$ cat src/rtl/rna_base_tx.sv
// rtl/rna_base_tx.sv - packed 2-bit base word to ASCII base stream serializer with danger freeze
//
// Ports:
//   clk        rising-edge clock
//   reset      asynchronous active-low reset
//   in_valid   packed word available
//   in_ready   word accepted this cycle when in_valid is also high
//   in_word    NBASE packed 2-bit bases, base 0 in bits [1:0] goes out first
//   base       ASCII character of the current base, 8'h00 when base_valid is low
//   base_valid base holds a valid character
//   base_ready downstream consumes base this cycle
//   danger     alarm danger flag; freezes the block until reset
//   halted     block frozen by danger
//   sent_cnt   bases transferred since reset, wraps modulo 2^16
module rna_base_tx #(
    parameter int NBASE = 8
) (
    input  logic                 clk,
    input  logic                 reset,
    input  logic                 in_valid,
    output logic                 in_ready,
    input  logic [2*NBASE-1:0]   in_word,
    output logic [7:0]           base,
    output logic                 base_valid,
    input  logic                 base_ready,
    input  logic                 danger,
    output logic                 halted,
    output logic [15:0]          sent_cnt
);

    localparam int IW = $clog2(NBASE);
    localparam logic [IW-1:0] LAST_IDX = IW'(NBASE - 1);

    typedef enum logic [1:0] {
        S_IDLE,
        S_SEND,
        S_HALT
    } state_t;

    state_t               state_q, state_d;
    logic [2*NBASE-1:0]   shreg_q, shreg_d;
    logic [IW-1:0]        idx_q,   idx_d;
    logic [15:0]          cnt_q,   cnt_d;

    logic                 last_base;
    logic                 xfer;
    logic                 accept;

    always_ff @(posedge clk or negedge reset) begin
        if (!reset) begin
            state_q <= S_IDLE;
            shreg_q <= '0;
            idx_q   <= '0;
            cnt_q   <= '0;
        end else begin
            state_q <= state_d;
            shreg_q <= shreg_d;
            idx_q   <= idx_d;
            cnt_q   <= cnt_d;
        end
    end

    always_comb begin
        state_d    = state_q;
        shreg_d    = shreg_q;
        idx_d      = idx_q;
        cnt_d      = cnt_q;
        base       = 8'h00;
        base_valid = 1'b0;
        halted     = (state_q == S_HALT);

        last_base = (idx_q == LAST_IDX);
        xfer      = (state_q == S_SEND) && base_ready;
        // Refilling only on the final base's transfer gives back-to-back words
        // without a bubble while never overwriting an unsent base.
        in_ready  = !danger && ((state_q == S_IDLE) ||
                                ((state_q == S_SEND) && last_base && base_ready));
        accept    = in_valid && in_ready;

        if (state_q == S_SEND) begin
            base_valid = 1'b1;
            case (shreg_q[1:0])
                2'b00:   base = 8'h41;
                2'b01:   base = 8'h43;
                2'b10:   base = 8'h47;
                default: base = 8'h54;
            endcase
        end

        if (xfer) begin
            cnt_d   = cnt_q + 16'd1;
            shreg_d = shreg_q >> 2;
            idx_d   = idx_q + 1'b1;
            if (last_base) begin
                state_d = S_IDLE;
            end
        end

        if (accept) begin
            shreg_d = in_word;
            idx_d   = '0;
            state_d = S_SEND;
        end

        // A base transferred on the danger edge was already consumed by the
        // alarm, so the counter update above stands; only the state freezes.
        if (danger && (state_q != S_HALT)) begin
            state_d = S_HALT;
        end
    end

    assign sent_cnt = cnt_q;

endmodule

$ cat config.mk
export PLATFORM = sky130hd
export DESIGN_NAME = rna_base_tx
export DESIGN_NICKNAME = d
export VERILOG_FILES = /design/src/rtl/rna_base_tx.sv
export SDC_FILE = /design/constraint.sdc
export NUM_CORES = 1
export LEC_CHECK = 0
export CORE_ASPECT_RATIO = 1.25
export CORE_MARGIN = 3
export CORE_UTILIZATION = 25
export DETAILED_ROUTE_END_ITERATION = 10
export GPL_TIMING_DRIVEN = 0
export PLACE_DENSITY_LB_ADDON = 0.25
export SLEW_MARGIN = 30
export SYNTH_ARGS = -nofsm -noshare
export SYNTH_HDL_FRONTEND = slang
export SYNTH_SLANG_ARGS = --single-unit
$ cat constraint.sdc
create_clock -name clk -period 4.8 [get_ports clk]
set_input_delay 0.96 -clock clk [delete_from_list [all_inputs] [get_ports clk]]
set_output_delay 0.96 -clock clk [all_outputs]
set_load 0.05 [all_outputs]
==> flow_metrics.tcl <==
set metrics [dict create \
    clock_power_share_pct 37.9 \
    synthAdderAreaFrac_pct 3.47 \
    setup_viol 0 \
    powerDensity_mw_per_mm2 252 \
    antenna_found_initial 0 \
    p_sw_share_pct 22.7 \
    clockBufferDepth 2 \
    r2r_end "shreg_q[4]$_DFFE_PN0P_" \
    hold_viol 0 \
    vias_per_cell 4.22 \
    synth-compound-area-share_pct 7.77 \
    slew_violations 0 \
    synth_area_per_cell_um2 10.5 \
    clock_sinks 37 \
    whs_path_depth 1 \
    yosysTopAreaCell "dfrtp_1" \
    path_clk_slew_ns 0.08 \
    crit_path_end_kind "output port" \
    max_cap_violations 0 \
    routed_wl_um 3900 \
    cp_max_fo 3 \
    reg2regPathDepth 7 \
    relSlewSlack_pct 64.7 \
    fin_crit_ns 3.66 \
    synth_top_family_by_area "simple AND/OR/NAND/NOR gates" \
    final_net_count 252 \
    clock_latency_ns 0.29 \
    rsz0062_at_grt "false" \
    routabilityCongestion 0.726 \
    yosysWarnings 0 \
    start_util_pct 25.9 \
    detail_route.first_pass.iterations 4 \
    synthFlopType "dfrtp_1" \
    grt_max_degree 20 \
    layout-drive-gt1-share_pct 12.3 \
    reg2reg_setup_slack_ns 3.08 \
    power.total_mw 0.628 \
    dieArea_mm2 0.00828 \
    drc 0 \
    hold_buffers 0 \
    synth_edf_count 0 \
    cts_resized 0 \
    synth_cells 172 \
    synthArstFlopShare_pct 100 \
    cp-endpoint "in_ready" \
    tightest_slew_ns 0.528 \
    yosys-top-cells-area "dfrtp_1 51%, xnor2_1 7.3%, mux2i_1 7.2%" \
    arrival_ns 2.70 \
    overflow 0 \
    synth_mux_area_share_pct 7.21 \
    portBuffers 44 \
    period_share_pct 76.2 \
    numCtsBuffers 5 \
    vdd_drop_max_uv 120 \
    coreArea_mm2 0.00698 \
    power.leakage_nw 1.16 \
    p_comb_share_pct 8.9 \
    holdWs_ns 0.474 \
    ys_ff_latch 37 \
    yosys.area_share.simple_pct 16.8 \
    drtIter0Drc 29 \
    hp-class "reg -> reg" \
    required_ns 3.84 \
    pin_count 48 \
    cts.htree.levels 2 \
    startpoint "danger" \
    synth_area_mm2 0.00180 \
    fp-row-count 34 \
    dp_hpwl_um 2960 \
    r2r_start "idx_q[0]$_DFFE_PN0P_" \
    root_buffer "clkbuf_8" \
    grt_pass1_vias 1389 \
    synth.most_common_cell "dfrtp_1" \
    intPower_mw 0.485 \
    fin_setup_tns_ns 0 \
    area_growth_pct 37.9 \
    switching_power_mw 0.143 \
    post_cts_buffers 0 \
    start_kind "input pin" \
    yosysSeqAreaShare_pct 51.3 \
    power_frac_seq_pct 53.2 \
    synth_cell_types 29 \
    synth_common_cells "37 x dfrtp_1, 33 x nand2_1, 15 x xnor2_1" \
    synth_top_area_share_pct 51.3 \
    status "complete, no violations" \
    cts_tree "built" \
    fin_skew_ns 0.00893 \
    die_w_um 82.0 \
    synth-xor-area-share_pct 7.77 \
    num_antenna_cells 0 \
    dr_total_vias 1339 \
    path_class "in -> out" \
    wl_per_cell_um 12.3 \
    grtUsageTotal_pct 11.0 \
    fmax_mhz 273 \
    grt_pass1_wl_um 6750 \
    ant_nets 0 \
    die_h_um 101 \
]
==> critical path, stage by stage <==
cell and delay, ns:
clkdlybuf4s50_1 0.44, or2_4 0.26, a21oi_1 0.19, clkdlybuf4s50_1 0.84
==> area by class of cell <==
cell class                      instances  area (um^2)
Sequential cell                        37          926
Multi-Input combinational cell        123          787
Buffer                                 10         83.8
Clock buffer                            7         96.3
Timing Repair Buffer                   45          463
Tap cell                               90          113
Inverter                                4         15.0
Fill cell                             768         4490
Clock inverter                          1         5.00
==> flip-flops by register name, indices dropped and copies added (netlist names) <==
signal    cells
state_q       2
shreg_q      16
idx_q         3
sent_cnt     16
==> cells in the final DEF, fill, tap and decap left out, types with 4 or more instances in the layout <==
master            n
a21oi_1           4
o21ai_0          10
clkdlybuf4s50_1  43
clkbuf_8          7
dfrtp_1          37
nand2_1          33
nand3_1           6
inv_1             4
nand4_1           5
xnor2_1          15
mux2i_1          13
ha_1              5
buf_4             6
nor2_1           10
==> kinds of logic after synthesis <==
kind of cell	count (synthesis)
AO/OA/AOI/OAI	22
XOR/XNOR	16
adder cells (fa/ha/maj)	5
buffers and inverters	14
flip-flops	37
multiplexers	13
other	1
AND/OR/NAND/NOR	64
==> how the worst min path moves through the flow <==
stage	slack, ns	to	startpoint
2_1_floorplan	0.49	shreg_q[15]$_DFFE_PN0P_	shreg_q[15]$_DFFE_PN0P_
3_3_place_gp	0.46	sent_cnt[15]$_DFFE_PN0P_	sent_cnt[15]$_DFFE_PN0P_
3_5_place_dp	0.48	sent_cnt[15]$_DFFE_PN0P_	sent_cnt[15]$_DFFE_PN0P_
4_1_cts	0.49	sent_cnt[15]$_DFFE_PN0P_	sent_cnt[15]$_DFFE_PN0P_
5_1_grt	0.51	sent_cnt[15]$_DFFE_PN0P_	sent_cnt[15]$_DFFE_PN0P_
6_report	0.47	sent_cnt[15]$_DFFE_PN0P_	sent_cnt[15]$_DFFE_PN0P_
==> power by group through the flow <==
stage                     logic (mW)  registers [mW]  clock network [mW]
after floorplan               0.0250           0.340                   0
after global placement        0.0540           0.340                   0
after detailed placement      0.0569           0.340                   0
after CTS                     0.0572           0.334               0.248
after global routing          0.0646           0.337               0.269
final                         0.0559           0.334               0.238
==> layer usage <==
layer | part of all wire, % | global-route usage, % | up-vias | routed length, um
li1 | - | - | 671 | -
met1 | 44 | 14.0 | 613 | 1710
met2 | 47 | 17.4 | 46 | 1850
met3 | 6.9 | 3.40 | 9 | 270
met4 | 1.7 | 3.84 | 0 | 66
met5 | 0 | 0 | - | 0
==> through the flow <==
stage	area (um^2)	setup WS, ns	util (%)	std cells
after detailed placement	2390	1.14	34.2	309
after global routing	2490	1.09	35.7	317
final	2490	1.14	35.7	317
after floorplan	1810	1.87	-	174
after global placement	2360	1.13	33.9	308
after CTS	2490	1.13	35.7	317
Power figures use the tool's default switching activity.
